**config.mk**
```make
export PLATFORM = sky130hd
export DESIGN_NAME = div_ctrl
export DESIGN_NICKNAME = d
export VERILOG_FILES = /design/src/rtl/div_ctrl.sv
export SDC_FILE = /design/constraint.sdc
export NUM_CORES = 1
export LEC_CHECK = 0
export CORE_ASPECT_RATIO = 1.75
export CORE_MARGIN = 2
export CORE_UTILIZATION = 35
export DETAILED_ROUTE_END_ITERATION = 6
export PLACE_DENSITY = 0.73
export SLEW_MARGIN = 40
export SYNTH_ARGS = -nofsm -noshare
export SYNTH_HDL_FRONTEND = slang
export SYNTH_SLANG_ARGS = --single-unit
```
**constraint.sdc**
```tcl
create_clock -name clk -period 4.1 [get_ports clk]
set_clock_uncertainty 0.05 [all_clocks]
set_input_delay 0.82 -clock clk [delete_from_list [all_inputs] [get_ports clk]]
set_output_delay 0.82 -clock clk [all_outputs]
set_load 0.02 [all_outputs]
```
**src/rtl/div_ctrl.sv**
```systemverilog
// Sequencer for the 32-bit iterative divider: operand magnitudes, divider handshake, sign fix-up, HI/LO ownership.
// Optional build macro DIV_ZERO_FAST_EN: a zero divisor bypasses the divider and completes in one cycle.
module div_ctrl #(
   parameter logic [31:0] HILO_RST_VAL = 32'h0,
   parameter int          WD_CYCLES    = 64
) (
   input  logic        clk,
   input  logic        reset_n,
   input  logic        start_i,
   input  logic        signed_i,
   input  logic [31:0] dividend_i,
   input  logic [31:0] divisor_i,
   input  logic        flush_i,
   input  logic        hi_we_i,
   input  logic        lo_we_i,
   input  logic [31:0] wdata_i,
   input  logic        mf_i,
   output logic        stall_o,
   output logic        busy_o,
   output logic        done_o,
   output logic        err_o,
   output logic [31:0] hi_o,
   output logic [31:0] lo_o,
   output logic        div_ready_o,
   input  logic        div_valid_i,
   output logic [31:0] div_dividend_o,
   output logic [31:0] div_divisor_o,
   input  logic [31:0] div_quotient_i,
   input  logic [31:0] div_remainder_i
);

   // state   | meaning
   // S_IDLE  | no divide in flight; MTHI/MTLO accepted, new divide may be accepted
   // S_START | div_ready_o high for one cycle, divider samples the operand regs
   // S_WAIT  | divider running; result written to HI/LO on div_valid_i
   // S_DRAIN | flushed divide still running; result discarded on div_valid_i
   typedef enum logic [1:0] {S_IDLE, S_START, S_WAIT, S_DRAIN} state_t;

   localparam int WD_W = $clog2(WD_CYCLES + 1);
   localparam logic [WD_W-1:0] WD_LOAD = WD_W'(WD_CYCLES - 1);

   state_t            state_q, state_d;
   logic [31:0]       hi_q, hi_d;
   logic [31:0]       lo_q, lo_d;
   logic [31:0]       dvd_q, dvd_d;
   logic [31:0]       dvs_q, dvs_d;
   logic              qneg_q, qneg_d;
   logic              rneg_q, rneg_d;
   logic              done_q, done_d;
   logic              err_q, err_d;
   logic [WD_W-1:0]   wd_cnt_q, wd_cnt_d;

   logic              a_neg, b_neg;
   logic [31:0]       a_mag, b_mag;
   logic              accept;
   logic              zero_fast;
   logic              wd_active;
   logic              wd_tc;
   logic              result_we;

   // 0x80000000 negates to itself, which is the correct unsigned magnitude
   assign a_neg  = signed_i & dividend_i[31];
   assign b_neg  = signed_i & divisor_i[31];
   assign a_mag  = a_neg ? (32'd0 - dividend_i) : dividend_i;
   assign b_mag  = b_neg ? (32'd0 - divisor_i)  : divisor_i;

   assign accept    = (state_q == S_IDLE) & start_i & ~flush_i;
   assign wd_active = (state_q == S_WAIT) | (state_q == S_DRAIN);
   assign wd_tc     = (wd_cnt_q == '0);
   assign result_we = (state_q == S_WAIT) & div_valid_i & ~flush_i;

`ifdef DIV_ZERO_FAST_EN
   assign zero_fast = accept & (divisor_i == 32'd0);
`else
   assign zero_fast = 1'b0;
`endif

   always_ff @(posedge clk) begin
      if (!reset_n) begin
         state_q  <= S_IDLE;
         hi_q     <= HILO_RST_VAL;
         lo_q     <= HILO_RST_VAL;
         dvd_q    <= 32'd0;
         dvs_q    <= 32'd0;
         qneg_q   <= 1'b0;
         rneg_q   <= 1'b0;
         done_q   <= 1'b0;
         err_q    <= 1'b0;
         wd_cnt_q <= '0;
      end else begin
         state_q  <= state_d;
         hi_q     <= hi_d;
         lo_q     <= lo_d;
         dvd_q    <= dvd_d;
         dvs_q    <= dvs_d;
         qneg_q   <= qneg_d;
         rneg_q   <= rneg_d;
         done_q   <= done_d;
         err_q    <= err_d;
         wd_cnt_q <= wd_cnt_d;
      end
   end

   // Result beats watchdog beats flush; a flushed divide still drains so the divider is never cut mid-run
   always_comb begin
      state_d = state_q;
      case (state_q)
         S_IDLE: begin
            if (accept && !zero_fast) state_d = S_START;
         end
         S_START: begin
            state_d = flush_i ? S_DRAIN : S_WAIT;
         end
         S_WAIT: begin
            if (div_valid_i)  state_d = S_IDLE;
            else if (wd_tc)   state_d = S_IDLE;
            else if (flush_i) state_d = S_DRAIN;
         end
         S_DRAIN: begin
            if (div_valid_i || wd_tc) state_d = S_IDLE;
         end
         default: state_d = S_IDLE;
      endcase
   end

   always_comb begin
      hi_d     = hi_q;
      lo_d     = lo_q;
      dvd_d    = dvd_q;
      dvs_d    = dvs_q;
      qneg_d   = qneg_q;
      rneg_d   = rneg_q;
      done_d   = 1'b0;
      err_d    = err_q;
      wd_cnt_d = wd_cnt_q;

      if (state_q == S_IDLE) begin
         if (hi_we_i) hi_d = wdata_i;
         if (lo_we_i) lo_d = wdata_i;
      end

      if (accept && !zero_fast) begin
         dvd_d  = a_mag;
         dvs_d  = b_mag;
         qneg_d = a_neg ^ b_neg;
         rneg_d = a_neg;
      end

      if (zero_fast) begin
         lo_d   = 32'hFFFF_FFFF;
         hi_d   = dividend_i;
         done_d = 1'b1;
      end

      if (result_we) begin
         lo_d   = qneg_q ? (32'd0 - div_quotient_i)  : div_quotient_i;
         hi_d   = rneg_q ? (32'd0 - div_remainder_i) : div_remainder_i;
         done_d = 1'b1;
      end

      if (wd_active && !div_valid_i && wd_tc) err_d = 1'b1;

      if ((state_d == S_WAIT || state_d == S_DRAIN) && state_d != state_q)
         wd_cnt_d = WD_LOAD;
      else if (wd_active && !wd_tc)
         wd_cnt_d = wd_cnt_q - 1'b1;
   end

   always_comb begin
      busy_o         = (state_q != S_IDLE);
      div_ready_o    = (state_q == S_START);
      stall_o        = busy_o & (start_i | hi_we_i | lo_we_i | mf_i);
      done_o         = done_q;
      err_o          = err_q;
      hi_o           = hi_q;
      lo_o           = lo_q;
      div_dividend_o = dvd_q;
      div_divisor_o  = dvs_q;
   end

endmodule
```
## Yosys cells after proc, flatten, opt, wreduce, memory -nomap -nowiden

Cells that the tools add are included.

| storage, ports and cells | value |
|---|---|
| register bits | 141 |
| input bits | 169 |
| output and inout bits | 133 |
| logic and storage cells | 74 |

| operators by class | value |
|---|---|
| add/sub/neg operators | 5 |
| equal/unequal tests | 6 |
| mux-type cells | 20 |
| bitwise logic cells | 14 |
| reduce and logical (&&, ||, !) cells | 18 |

Operators by type and width:

| cell | count |
|---|---|
| 32-bit 2-to-1 mux | 10 |
| 1-bit by 32-bit subtractor with 32-bit output, first input constant | 4 |
| 6-bit 2-to-1 mux | 2 |
| 2-bit 2-to-1 mux | 5 |
| 2-bit nonzero test | 5 |
| 2-bit == test, second input constant | 4 |
| 2-bit case mux with 4 select lines | 1 |
| 1-bit AND | 7 |
| 7-bit logical NOT | 1 |
| 7-bit by 1-bit subtractor with 7-bit output, second input constant | 1 |
| 1-bit logical AND | 4 |
| 1-bit bitwise OR | 4 |
| 2-bit AND reduction | 2 |
| 2-bit by 1-bit == test with 1-bit output, second input constant | 1 |
| 1-bit logical NOT | 2 |
| 2-bit logical NOT | 1 |
| 1-bit logical OR | 2 |
| 1-bit 2-to-1 mux | 2 |
| 2-bit != test | 1 |
| 1-bit inverter | 2 |
| 2-bit OR reduction | 1 |
| 1-bit bitwise XOR | 1 |

## Logic depth before layout (Yosys ltp)

| logic depth | value |
|---|---|
| depth in word-level cells | 9 |
| depth in mapped cells | 9 |
| depth with buffers taken out | 7 |

## Least setup slack after synthesis

Ideal clock, no wire load.

| timing | value |
|---|---|
| kind | in2reg |
| start | input port div_remainder_i[12] |
| end | register hi_q[31] (netlist: hi_o[31]) |
| setup time | 0.122 ns |
| arrival | 2.984 ns |
| data required time | 3.928 ns |
| setup slack | 0.944 ns |
| cell stages on the path | 7 |
| buffers on the path | 2 |
| cell sequence | or4_1 > clkbuf_2 > or4_1 > or3_1 > buf_6 > o31a_1 > a311o_1 |

| on the way | value |
|---|---|
| cells in the longest elaborated chain, start to end | 3 |

Ends and longest elaborated chain:

| element | line | RTL |
|---|---|---|
| start, declared | 29 | `input logic [31:0] div_remainder_i` |
| 1-bit by 32-bit subtractor with 32-bit output | 157 | `hi_d = rneg_q ? (32'd0 - div_remainder_i) : div_remainder_i;` |
| 32-bit 2-to-1 mux | 157 |  |
| 32-bit 2-to-1 mux | 155 | `if (result_we) begin` |
| end signal, assigned | 92 | `hi_q <= hi_d;` |
| end, declared | 43 | `logic [31:0] hi_q, hi_d;` |

Every way passes these cells.
A chain may end at the register's enable or synchronous reset.

## Worst setup path after layout

| timing | value |
|---|---|
| start | input port div_quotient_i[4] |
| end | register lo_q[19] (netlist: lo_o[19]) |

| on the way | value |
|---|---|
| cells in the longest elaborated chain, start to end | 3 |

Ends and longest elaborated chain:

| element | line | RTL |
|---|---|---|
| start, declared | 28 | `input logic [31:0] div_quotient_i,` |
| 1-bit by 32-bit subtractor with 32-bit output | 156 | `lo_d = qneg_q ? (32'd0 - div_quotient_i) : div_quotient_i;` |
| 32-bit 2-to-1 mux | 156 |  |
| 32-bit 2-to-1 mux | 155 |  |
| end signal, assigned | 93 | `lo_q <= lo_d;` |
| end, declared | 44 | `logic [31:0] lo_q, lo_d;` |

Every way passes these cells.

==> flow_metrics.env <==
export IMPL_stdcell_area_mm2=0.0122
export IMPL_die_h_um=210
export IMPL_synth_edf_count=0
export IMPL_antenna_found_initial=2
export IMPL_grt_pass1_wl_um=48100
export IMPL_vias=9150
export IMPL_hold_path_class="reg2reg"
export IMPL_worstPathMaxFanout=9
export IMPL_synth_top_area_share_pct=33.3
export IMPL_clk_pin_slew_worst_paths_ns=0.06
export IMPL_core_area_mm2=0.0239
export IMPL_synth_most_common_cell="dfxtp_1"
export IMPL_cts_resized=0
export IMPL_setup_viol_count_final=0
export IMPL_switching_power_mw=1.23
export IMPL_cts_buffers=17
export IMPL_fmax_ghz=0.300
export IMPL_worst_r2r_cell_count=6
export IMPL_dp_slack_ns=0.396
export IMPL_port_buffers=301
export IMPL_synth_area_leaders="dfxtp_1 33%, xor2_1 6.7%, o21ai_0 4.7%"
export IMPL_min_path_cells=2
export IMPL_intPower_mw=2.82
export IMPL_fin_setup_tns_ns=0
export IMPL_async_flop_share_pct=0
export IMPL_yosysUniqueCellTypes=56
export IMPL_seq_power_share_pct=38.2
export IMPL_power_density_mw_per_mm2=331
export IMPL_crit_arrival_ns=3.62
export IMPL_viasPerCell=5.58
export IMPL_p_leak_nw=4.26
export IMPL_drt_met1_wl_um=11500
export IMPL_fillers=2271
export IMPL_insertion_delay_ns=0.43
export IMPL_ant_nets=0
export IMPL_hold_buffers=0
export IMPL_ys_seq_elements=141
export IMPL_synth_cells=1066
export IMPL_finalHoldViolCount=0
export IMPL_h_tree_depth=4
export IMPL_yosysTopAreaCell="dfxtp_1"
export IMPL_fin_crit_sh_pct=81.2
export IMPL_holdPathEnd="err_o$_SDFFE_PN0P_"
export IMPL_dp_cells=1608
export IMPL_areaGrowthSynthToFinish_pct=44.6
export IMPL_start_kind="input port"
export IMPL_cp_end_kind="register"
export IMPL_postCtsSetupBuffers=0
export IMPL_tightest_slew_ns=0.758
export IMPL_stdcell_count=1640
export IMPL_place_area_mm2=0.0117
export IMPL_drive_gt1_share_pct=6.24
export IMPL_combPwrFrac_pct=26.6
export IMPL_critPathSlowestCell="or4b_2"
export IMPL_peakVddDrop_v=0.000267
export IMPL_grt_max_degree=121
export IMPL_r2r_end="lo_o[1]$_SDFFE_PN0P_"
export IMPL_max_stage_delay_ns=0.84
export IMPL_overflow=0
export IMPL_ys_top_cells_by_count="141 x dfxtp_1, 103 x nor2_1, 81 x nand2_1, 79 x o21ai_0, 78 x clkbuf_1"
export IMPL_drv_cap=0
export IMPL_rsz0062_at_grt="no"
export IMPL_r2r_slack_ns=1.77
export IMPL_syn_area_per_cell_um2=7.95
export IMPL_wl_per_cell_um=19.3
export IMPL_status="completed"
export IMPL_slew_headroom_pct=49.5
export IMPL_post_route_min_period_ns=3.33
export IMPL_cts_root_buf="clkbuf_16"
export IMPL_start_util_pct=35.4
export IMPL_met3_wirelength_um=1910
export IMPL_hold_worst_slack_ns=0.402
export IMPL_dpl_hpwl_um=23800
export IMPL_setup_ws_ns=0.769
export IMPL_syn_area_mm2=0.00847
export IMPL_drcViolationCount=0
export IMPL_wl_met2_um=16800
export IMPL_first_global_vias=9025
export IMPL_clkPwrFrac_pct=35.2
export IMPL_yosysSeqAreaShare_pct=33.3
export IMPL_top_layer_used="met4"
export IMPL_criticalPathCategory="in2reg"
export IMPL_ys_flop_type="dfxtp_1"
export IMPL_track_usage_pct=24.2
export IMPL_slew_viol_final=0
export IMPL_synth_net_count=1241
export IMPL_required_ns=4.39
export IMPL_swShare_pct=30.4
export IMPL_yosysWarnings=0
export IMPL_place_congestion=0.899
export IMPL_drtPass1Iterations=5
export IMPL_hp_start="err_o$_SDFFE_PN0P_"
export IMPL_clk_path_buf_depth=2
export IMPL_clock_sinks=141
export IMPL_die_area_mm2=0.0255
export IMPL_cts_tree="built"
export IMPL_utilization_pct=51.2
export IMPL_path_cells="clkdlybuf4s50_1, or4_1, or4b_2, o41ai_1, xor2_1, a211oi_1"
export IMPL_power_mw=4.05
export IMPL_dr_first_iter_drc_count=666
export IMPL_nNetsFinal=1494
export IMPL_die_w_um=122
export IMPL_io_pins=302
export IMPL_wirelength_um=31600
export IMPL_core_rowCount=75
export IMPL_reg2reg_from="state_q[1]$_SDFF_PN0_"
==> cell families (layout without fill, tap and decap cells) <==
kind of cell | after synthesis | in the layout | share of synthesized area, %
muxes | 48 | 48 | 5.92
other | 0 | 2 | 0
and+or+nand+nor | 346 | 346 | 20.3
buffers and inverters | 109 | 373 | 4.96
xor gates and xnor gates | 100 | 100 | 10.3
DFF | 141 | 141 | 33.3
adders and majority gates | 6 | 6 | 0.886
AOI/OAI and AO/OA | 316 | 316 | 24.3
==> power groups by stage <==
stage	sequential [mW]	clock, mW	combinational, mW
after detailed placement	1.58	0	1.07
final	1.55	1.43	1.08
after global placement	1.57	0	1.07
after global routing	1.56	1.51	1.16
after CTS	1.55	1.47	1.08
after floorplan	1.69	0	0.413
==> worst max path at each step <==
stage               depth (start not counted)           startpoint  slack, ns                     to
global placement                            6    div_quotient_i[4]       0.42  lo_o[19]$_SDFFE_PN0P_
global route                                6    div_quotient_i[4]       0.59  lo_o[19]$_SDFFE_PN0P_
finish                                      6    div_quotient_i[4]       0.77  lo_o[19]$_SDFFE_PN0P_
floorplan                                   7  div_remainder_i[12]       0.94  hi_o[31]$_SDFFE_PN0P_
CTS                                         6    div_quotient_i[4]       0.86  lo_o[17]$_SDFFE_PN0P_
detailed placement                          6    div_quotient_i[4]       0.40  lo_o[17]$_SDFFE_PN0P_
==> per-layer routing <==
layer  track usage, %  vias to the layer above
li1                 -                     4449
met4             13.4                        0
met2             45.0                      351
met1             24.3                     4277
met3             5.46                       73
met5                0                        -
==> critical path: cells and delay by family <==
kind	cells	cell delay (ns)
buffers and inverters	1	0.46
and+or+nand+nor	2	1.54
AOI/OAI and AO/OA	2	0.68
xor gates and xnor gates	1	0.12
==> cell type report <==
class | instances | area (um2) | area share (%)
repair buffers | 320 | 3160 | 25.8
well taps | 308 | 385 | 3.15
diodes | 2 | 5.00 | 0.0409
flip-flops and latches | 141 | 2820 | 23.1
multi-input cells | 816 | 5270 | 43.0
clock inverters | 8 | 71.3 | 0.582
inverters | 23 | 86.3 | 0.705
clock buffers | 22 | 444 | 3.63
==> placed cells by master, fill, tap and decap left out, drive strengths merged, types with 4 or more instances in the layout <==
cell and n:
a211o 4, a211oi 44, a21oi 74, a311oi 17, a31oi 12, and2 7
and3 13, buf 20, clkbuf 22, clkdlybuf4s50 300, clkinv 6, dfxtp 141
ha 6, inv 23, mux2 17, mux2i 31, nand2 81, nand2b 5
nand3 17, nand3b 4, nand4 9, nor2 103, nor2b 10, nor3 18
nor4 20, o211ai 4, o21ai 79, o22ai 14, o311ai 6, o31ai 18
o41ai 30, or2 7, or3 21, or4 20, xnor2 35, xor2 65
==> sequential cells by signal, summed over array words and instances (netlist names) <==
name            count
div_dividend_o     32
div_divisor_o      32
hi_o               32
lo_o               32
wd_cnt_q            7
state_q             2
done_o              1
err_o               1
qneg_q              1
rneg_q              1
Note: power is estimated with default switching activity, not from simulation.
